File: src/rtl/two_level_predictor_if.sv
`default_nettype none
// ============================================================================
// Module      : two_level_predictor_if
// Description : Pipeline <-> branch predictor signal bundle.
// Revision    : 1.0  initial release
// ============================================================================
interface two_level_predictor_if #(
    parameter int HIST_LEN = 6
) ();
    logic                stallD;
    logic                flushD;
    logic [31:0]         pcF;
    logic [31:0]         instrD;
    logic [31:0]         pcM;
    logic                branchM;
    logic                actual_takeM;
    logic                pred_takeM;
    logic [HIST_LEN-1:0] pht_idxM;
    logic                branchD;
    logic                pred_takeD;
    logic [HIST_LEN-1:0] pht_idxD;

    modport master (
        output stallD, flushD, pcF, instrD, pcM, branchM, actual_takeM,
               pred_takeM, pht_idxM,
        input  branchD, pred_takeD, pht_idxD
    );

    modport slave (
        input  stallD, flushD, pcF, instrD, pcM, branchM, actual_takeM,
               pred_takeM, pht_idxM,
        output branchD, pred_takeD, pht_idxD
    );
endinterface
`default_nettype wire

File: src/rtl/two_level_predictor.sv
`default_nettype none
// ============================================================================
// Module      : two_level_predictor
// Description : Two-level branch predictor (local / global / gshare indexing).
// Revision    : 1.0  initial release
// ============================================================================
module two_level_predictor #(
    parameter int MODE      = 2,
    parameter int HIST_LEN  = 6,
    parameter int BHT_DEPTH = 10,
    parameter int CNT_WIDTH = 2,
    parameter int PC_LSB    = 2
) (
    input  wire logic            clk,
    input  wire logic            rst,
    two_level_predictor_if.slave bus
);
    localparam int                   c_PHT_SIZE = 1 << HIST_LEN;
    localparam logic [CNT_WIDTH-1:0] c_CNT_INIT = {1'b1, {(CNT_WIDTH-1){1'b0}}};
    localparam logic [CNT_WIDTH-1:0] c_CNT_MAX  = {CNT_WIDTH{1'b1}};
    localparam logic [CNT_WIDTH-1:0] c_CNT_ONE  = {{(CNT_WIDTH-1){1'b0}}, 1'b1};

    logic [CNT_WIDTH-1:0] r_pht [c_PHT_SIZE];
    logic [HIST_LEN-1:0]  r_specGhr;
    logic [HIST_LEN-1:0]  r_retGhr;
    logic                 r_predReg;
    logic [HIST_LEN-1:0]  r_idxReg;

    logic [HIST_LEN-1:0]  w_idxF;
    logic [HIST_LEN-1:0]  w_pcBits;
    logic [5:0]           w_opcode;
    logic                 w_predF;
    logic                 w_branchD;
    logic                 w_predTakeD;
    logic                 w_mispredict;
    logic [HIST_LEN-1:0]  w_retNext;
    logic                 w_unused;

    assign w_opcode  = bus.instrD[31:26];
    // REGIMM branches are the rt values with rt[3:1] == 000 (bltz/bgez/bltzal/bgezal).
    assign w_branchD = (w_opcode[5:2] == 4'b0001) ||
                       ((w_opcode == 6'b000001) && (bus.instrD[19:17] == 3'b000));

    assign w_pcBits     = bus.pcF[PC_LSB+HIST_LEN-1:PC_LSB];
    assign w_predF      = r_pht[w_idxF][CNT_WIDTH-1];
    assign w_predTakeD  = w_branchD & r_predReg;
    assign w_mispredict = bus.branchM & (bus.pred_takeM != bus.actual_takeM);
    assign w_retNext    = {r_retGhr[HIST_LEN-2:0], bus.actual_takeM};

    assign bus.branchD    = w_branchD;
    assign bus.pred_takeD = w_predTakeD;
    assign bus.pht_idxD   = r_idxReg;

    assign w_unused = &{1'b0, bus.pcF, bus.pcM, bus.instrD, w_pcBits};

    generate
        if (MODE == 0) begin : g_local
            localparam int c_BHT_SIZE = 1 << BHT_DEPTH;
            logic [HIST_LEN-1:0]  r_bht [c_BHT_SIZE];
            logic [BHT_DEPTH-1:0] w_bhtRdIdx;
            logic [BHT_DEPTH-1:0] w_bhtWrIdx;

            assign w_bhtRdIdx = bus.pcF[PC_LSB+BHT_DEPTH-1:PC_LSB];
            assign w_bhtWrIdx = bus.pcM[PC_LSB+BHT_DEPTH-1:PC_LSB];
            assign w_idxF     = r_bht[w_bhtRdIdx];

            always_ff @(posedge clk or negedge rst) begin
                if (!rst) begin
                    for (int i = 0; i < c_BHT_SIZE; i++) begin
                        r_bht[i] <= '0;
                    end
                end else if (bus.branchM) begin
                    r_bht[w_bhtWrIdx] <= {r_bht[w_bhtWrIdx][HIST_LEN-2:0], bus.actual_takeM};
                end
            end
        end else if (MODE == 1) begin : g_global
            assign w_idxF = r_specGhr;
        end else begin : g_gshare
            assign w_idxF = r_specGhr ^ w_pcBits;
        end
    endgenerate

    always_ff @(posedge clk or negedge rst) begin
        if (!rst) begin
            for (int i = 0; i < c_PHT_SIZE; i++) begin
                r_pht[i] <= c_CNT_INIT;
            end
        end else if (bus.branchM) begin
            if (bus.actual_takeM) begin
                if (r_pht[bus.pht_idxM] != c_CNT_MAX) begin
                    r_pht[bus.pht_idxM] <= r_pht[bus.pht_idxM] + c_CNT_ONE;
                end
            end else if (r_pht[bus.pht_idxM] != '0) begin
                r_pht[bus.pht_idxM] <= r_pht[bus.pht_idxM] - c_CNT_ONE;
            end
        end
    end

    always_ff @(posedge clk or negedge rst) begin
        if (!rst) begin
            r_predReg <= 1'b0;
            r_idxReg  <= '0;
            r_retGhr  <= '0;
            r_specGhr <= '0;
        end else begin
            if (bus.flushD) begin
                r_predReg <= 1'b0;
                r_idxReg  <= '0;
            end else if (!bus.stallD) begin
                r_predReg <= w_predF;
                r_idxReg  <= w_idxF;
            end

            if (bus.branchM) begin
                r_retGhr <= w_retNext;
            end

            // A mispredict makes the ID-stage branch wrong-path, so repair wins.
            if (w_mispredict) begin
                r_specGhr <= w_retNext;
            end else if (w_branchD && !bus.stallD) begin
                r_specGhr <= {r_specGhr[HIST_LEN-2:0], w_predTakeD};
            end
        end
    end
endmodule
`default_nettype wire

File: src/flat_wrapper.sv
// flat-port wrapper written by rule: the top's interface ports become plain ports
module two_level_predictor_flat 
#(
    parameter int MODE      = 2,
    parameter int HIST_LEN  = 6,
    parameter int BHT_DEPTH = 10,
    parameter int CNT_WIDTH = 2,
    parameter int PC_LSB    = 2
)
  (clk, rst, bus_stallD, bus_flushD, bus_pcF, bus_instrD, bus_pcM, bus_branchM, bus_actual_takeM, bus_pred_takeM, bus_pht_idxM, bus_branchD, bus_pred_takeD, bus_pht_idxD);
  two_level_predictor_if #(.HIST_LEN(HIST_LEN)) bus_i ();
  input  wire logic clk;
  input  wire logic rst;
  input wire logic [$bits(bus_i.stallD)-1:0] bus_stallD;
  input wire logic [$bits(bus_i.flushD)-1:0] bus_flushD;
  input wire logic [$bits(bus_i.pcF)-1:0] bus_pcF;
  input wire logic [$bits(bus_i.instrD)-1:0] bus_instrD;
  input wire logic [$bits(bus_i.pcM)-1:0] bus_pcM;
  input wire logic [$bits(bus_i.branchM)-1:0] bus_branchM;
  input wire logic [$bits(bus_i.actual_takeM)-1:0] bus_actual_takeM;
  input wire logic [$bits(bus_i.pred_takeM)-1:0] bus_pred_takeM;
  input wire logic [$bits(bus_i.pht_idxM)-1:0] bus_pht_idxM;
  output wire logic [$bits(bus_i.branchD)-1:0] bus_branchD;
  output wire logic [$bits(bus_i.pred_takeD)-1:0] bus_pred_takeD;
  output wire logic [$bits(bus_i.pht_idxD)-1:0] bus_pht_idxD;
  assign bus_i.stallD = bus_stallD;
  assign bus_i.flushD = bus_flushD;
  assign bus_i.pcF = bus_pcF;
  assign bus_i.instrD = bus_instrD;
  assign bus_i.pcM = bus_pcM;
  assign bus_i.branchM = bus_branchM;
  assign bus_i.actual_takeM = bus_actual_takeM;
  assign bus_i.pred_takeM = bus_pred_takeM;
  assign bus_i.pht_idxM = bus_pht_idxM;
  assign bus_branchD = bus_i.branchD;
  assign bus_pred_takeD = bus_i.pred_takeD;
  assign bus_pht_idxD = bus_i.pht_idxD;
  two_level_predictor #(.MODE(MODE), .HIST_LEN(HIST_LEN), .BHT_DEPTH(BHT_DEPTH), .CNT_WIDTH(CNT_WIDTH), .PC_LSB(PC_LSB)) u_core (.clk(clk), .rst(rst), .bus(bus_i));
endmodule
File: config.mk
export PLATFORM = sky130hd
export DESIGN_NAME = two_level_predictor_flat
export DESIGN_NICKNAME = d
export VERILOG_FILES = /design/src/rtl/two_level_predictor_if.sv /design/src/rtl/two_level_predictor.sv /design/src/flat_wrapper.sv
export SDC_FILE = /design/constraint.sdc
export NUM_CORES = 1
export LEC_CHECK = 0
export CAP_MARGIN = 40
export CELL_PAD_IN_SITES_DETAIL_PLACEMENT = 0
export CELL_PAD_IN_SITES_GLOBAL_PLACEMENT = 2
export CORE_UTILIZATION = 37
export DETAILED_ROUTE_END_ITERATION = 8
export PLACE_DENSITY_LB_ADDON = 0.1
export SETUP_SLACK_MARGIN = 0.1
export SKIP_CTS_REPAIR_TIMING = 1
export SYNTH_ARGS = -nofsm -noshare
export SYNTH_HDL_FRONTEND = slang
export SYNTH_SLANG_ARGS = --single-unit
File: constraint.sdc
create_clock -name clk -period 3.8 [get_ports clk]
set_clock_uncertainty 0.15 [all_clocks]
set_input_delay 0.76 -clock clk [delete_from_list [all_inputs] [get_ports clk]]
set_output_delay 0.76 -clock clk [all_outputs]
set_load 0.01 [all_outputs]
==> qor.yml <==
run_status: "finished with violations"
failed_checks: "setup timing"
placementRows: 53
number_of_enable_flip_flop_cells_after_synthesis: 0
synth_xor_area_share_pct: 1.35
synthDistinctLibCells: 59
clock_tree.buffer_depth: 2
finish.net_count: 862
timing.final.setup_violations: 80
synth.cells.most_frequent: "sky130_fd_sc_hd__mux2_2, sky130_fd_sc_hd__nor2_1, sky130_fd_sc_hd__dfrtp_1, sky130_fd_sc_hd__dfstp_2, sky130_fd_sc_hd__nand2_1"
placed_cells: 1000
synthMuxAreaShare_pct: 29.4
floorplan.die.height_um: 148
critical-path-max-stage-delay_ns: 0.40
dominant_combinational_cell_family_by_area_after_synthesis: "multiplexers"
power_density_nw_per_um2: 488
routabilityCongestion: 0.865
fin_crit_sh_pct: 104
postRouteAntennaNets: 0
critical_path.max_fanout: 8
path_clk_slew_ns: 0.07
worst-endpoint-required_ns: 3.96
synth_seq_cells: 146
synth.most_common_cell: "sky130_fd_sc_hd__mux2_2"
cells_taking_the_most_area_after_synthesis: "sky130_fd_sc_hd__dfrtp_1, sky130_fd_sc_hd__mux2_2, sky130_fd_sc_hd__dfstp_2, sky130_fd_sc_hd__mux4_2, sky130_fd_sc_hd__nor2_1"
half_perimeter_wire_length_of_the_detailed_placement_result_mm: 17.6
syn_nets: 758
p_sw_share_pct: 31.4
pwr-share-clk_pct: 32.3
rsz_0062_raised_after_global_routing: "true"
viasPerCell: 5.65
power.share.combinational_pct: 24.6
ys_seq_area_share_pct: 47.4
worst_setup_path_start_kind: "primary input"
num-fill-cells: 1863
grt_overflow_total: 0
slowest_stage: "sky130_fd_sc_hd__or3_1"
worstMarginPinSlew_ns: 0.967
peak_supply_drop_uv: 319
ios: 117
cp_cell_sequence: "buf_8 -> buf_6 -> buf_6 -> and2_4 -> buf_12 -> a222oi_1 -> o211ai_1 -> o221ai_1 -> a21boi_1 -> or3_1 -> ha_2 -> mux2i_1 -> nand2_1 -> nor2_4 -> buf_12 -> buf_8 -> nand2_8 -> nor2_4 -> mux2_4"
critical_path.n_buffers_inverters: 6
fraction_of_layout_cells_with_a_size_suffix_above_1_pct: 57.5
die_area_um2: 21900
avgSynthCellArea_um2: 12.2
cp-end-kind: "register"
global_route_wire_length_before_repair_mm: 38.6
clkLatencyLatePin_ns: 0.43
antenna_found_initial: 1
leakage_nw: 4.16
fin_worst_setup_slack_ns: -0.136
power.share.sequential_pct: 43.1
starting_density_of_the_core_pct: 37.6
final_cell_count_no_fill: 1039
cts.root.buffer_cell: "sky130_fd_sc_hd__clkbuf_16"
cts-htree-levels: 4
detail_route.iter0.violations: 395
critPathArrivalTime_ns: 4.10
grt_usage_pct: 24.3
synth_compound_gate_area_share_pct: 8.86
pin_count_of_the_biggest_net_entering_global_routing: 85
fraction_of_registers_with_async_set_or_reset_after_synthesis_pct: 100
r2r.worst_path.cells: 16
crit_cells: 19
routed_wirelength_mm: 25.1
synth-warning-count: 0
syn-instance-count: 647
maxCapViolations: 0
remaining_drc_errors: 0
core_area_um2: 21000
synthDominantCellAreaShare_pct: 26.0
drt-wirelength-per-cell_um: 24.2
synth_adder_area_share_pct: 0.318
report.final.slew_viol_count: 0
synth_flop_cell: "sky130_fd_sc_hd__dfrtp_1"
numCtsBuffers: 17
antenna-diode-count: 0
first_global_vias: 6274
synth_simple_gate_area_share_pct: 9.46
timing.hold.worst.class: "primary input to asynchronous set/reset pin"
totalNegativeSetupSlack_ns: -4.22
firstDrtPassIters: 8
max_frequency_mhz: 254
synth_top_area_cell: "sky130_fd_sc_hd__dfrtp_1"
summed_instance_area_of_the_synthesized_netlist_um2: 7880
pint_w: 0.00341
worst_slew_margin_rel_pct: 35.4
worstSetupStartpoint: "bus_pht_idxM[0]"
synthToLayoutAreaGrowth_pct: 29.3
hold_violations: 0
cts.sinks: 146
critical_path.top_delay_family: "simple AND/OR/NAND/NOR gates"
die_w_um: 148
path_class: "primary input to register"
net-switching-power_w: 0.00156
finalCoreUtilization_pct: 48.6
tritoncts: "built"
route.vias.total: 5869
worst_r2r_startpoint: "u_core.r_pht[61]"
placement.io_buffers: 35
final_period_minus_worst_setup_slack_ns: 3.94
[cell usage in the layout, fill, tap and decap left out, types with 6 or more instances in the layout]
master	count
sky130_fd_sc_hd__o211ai_1	7
sky130_fd_sc_hd__mux2_2	128
sky130_fd_sc_hd__buf_4	74
sky130_fd_sc_hd__nor2_1	44
sky130_fd_sc_hd__dfrtp_1	82
sky130_fd_sc_hd__buf_6	10
sky130_fd_sc_hd__nor2_2	19
sky130_fd_sc_hd__nand2_1	25
sky130_fd_sc_hd__clkbuf_16	17
sky130_fd_sc_hd__a22oi_1	15
sky130_fd_sc_hd__buf_12	6
sky130_fd_sc_hd__a22o_1	7
sky130_fd_sc_hd__a221oi_1	10
sky130_fd_sc_hd__clkdlybuf4s50_1	31
sky130_fd_sc_hd__mux2_4	25
sky130_fd_sc_hd__mux2i_1	14
sky130_fd_sc_hd__nor2_4	26
sky130_fd_sc_hd__nand3_1	9
sky130_fd_sc_hd__a21oi_1	18
sky130_fd_sc_hd__dfstp_2	64
sky130_fd_sc_hd__mux4_2	19
[power groups by stage]
stage	combinational, W	sequential, W	clock, W
final	0.00122	0.00214	0.00161
after global routing	0.00132	0.00218	0.00172
after CTS	0.00117	0.00214	0.00165
after detailed placement	0.00117	0.00216	0
after global placement	0.00115	0.00215	0
after floorplan	0.000749	0.00206	0
[path summary, 6_finish.rpt]
path | end | slack (ns)
max in group asynchronous | u_core.r_pht[77] | 2.40
worst max register to register | register | 0.15
worst min-delay path | u_core.bus.pht_idxD[0] | 0.21
worst max-delay path | register | -0.14
min in group clk | register | 0.36
worst min register to register | register | 0.36
[kinds of logic after synthesis]
family | count (synthesis)
adder cells (fa/ha/maj) | 2
multiplexers | 187
AND/OR/NAND/NOR | 168
XOR/XNOR | 10
flip-flops | 146
buffers and inverters | 43
AO/OA/AOI/OAI | 91
[routing by layer]
metal / wire, um / GRT usage, %
met1: 11200 / 31.9
met2: 12300 / 40.0
met3: 1110 / 4.85
met4: 539 / 8.04
met5: 0 / 0
[final cells by class]
cell class,instances,area [um^2],area share [%]
tap,275,344,3.38
clock inverter,14,119,1.17
timing repair buffer,124,1140,11.2
clock buffer,18,439,4.31
sequential,146,3730,36.7
inverter,4,15.0,0.147
multi-input combinational,458,4390,43.1
[metrics by stage]
stage               total power (W)  instance area (um^2)  hold slack (ns)  setup WS (ns)
CTS                         0.00495                  9720            0.248         -0.654
floorplan                   0.00281                  8030            0.314        -0.0638
finish                      0.00497                 10200            0.209         -0.136
global route                0.00521                 10200            0.267         -0.236
global placement            0.00330                  9160            0.334          -1.04
detailed placement          0.00333                  9160            0.344          -1.09
No activity file was read; power rests on OpenSTA's default activity.
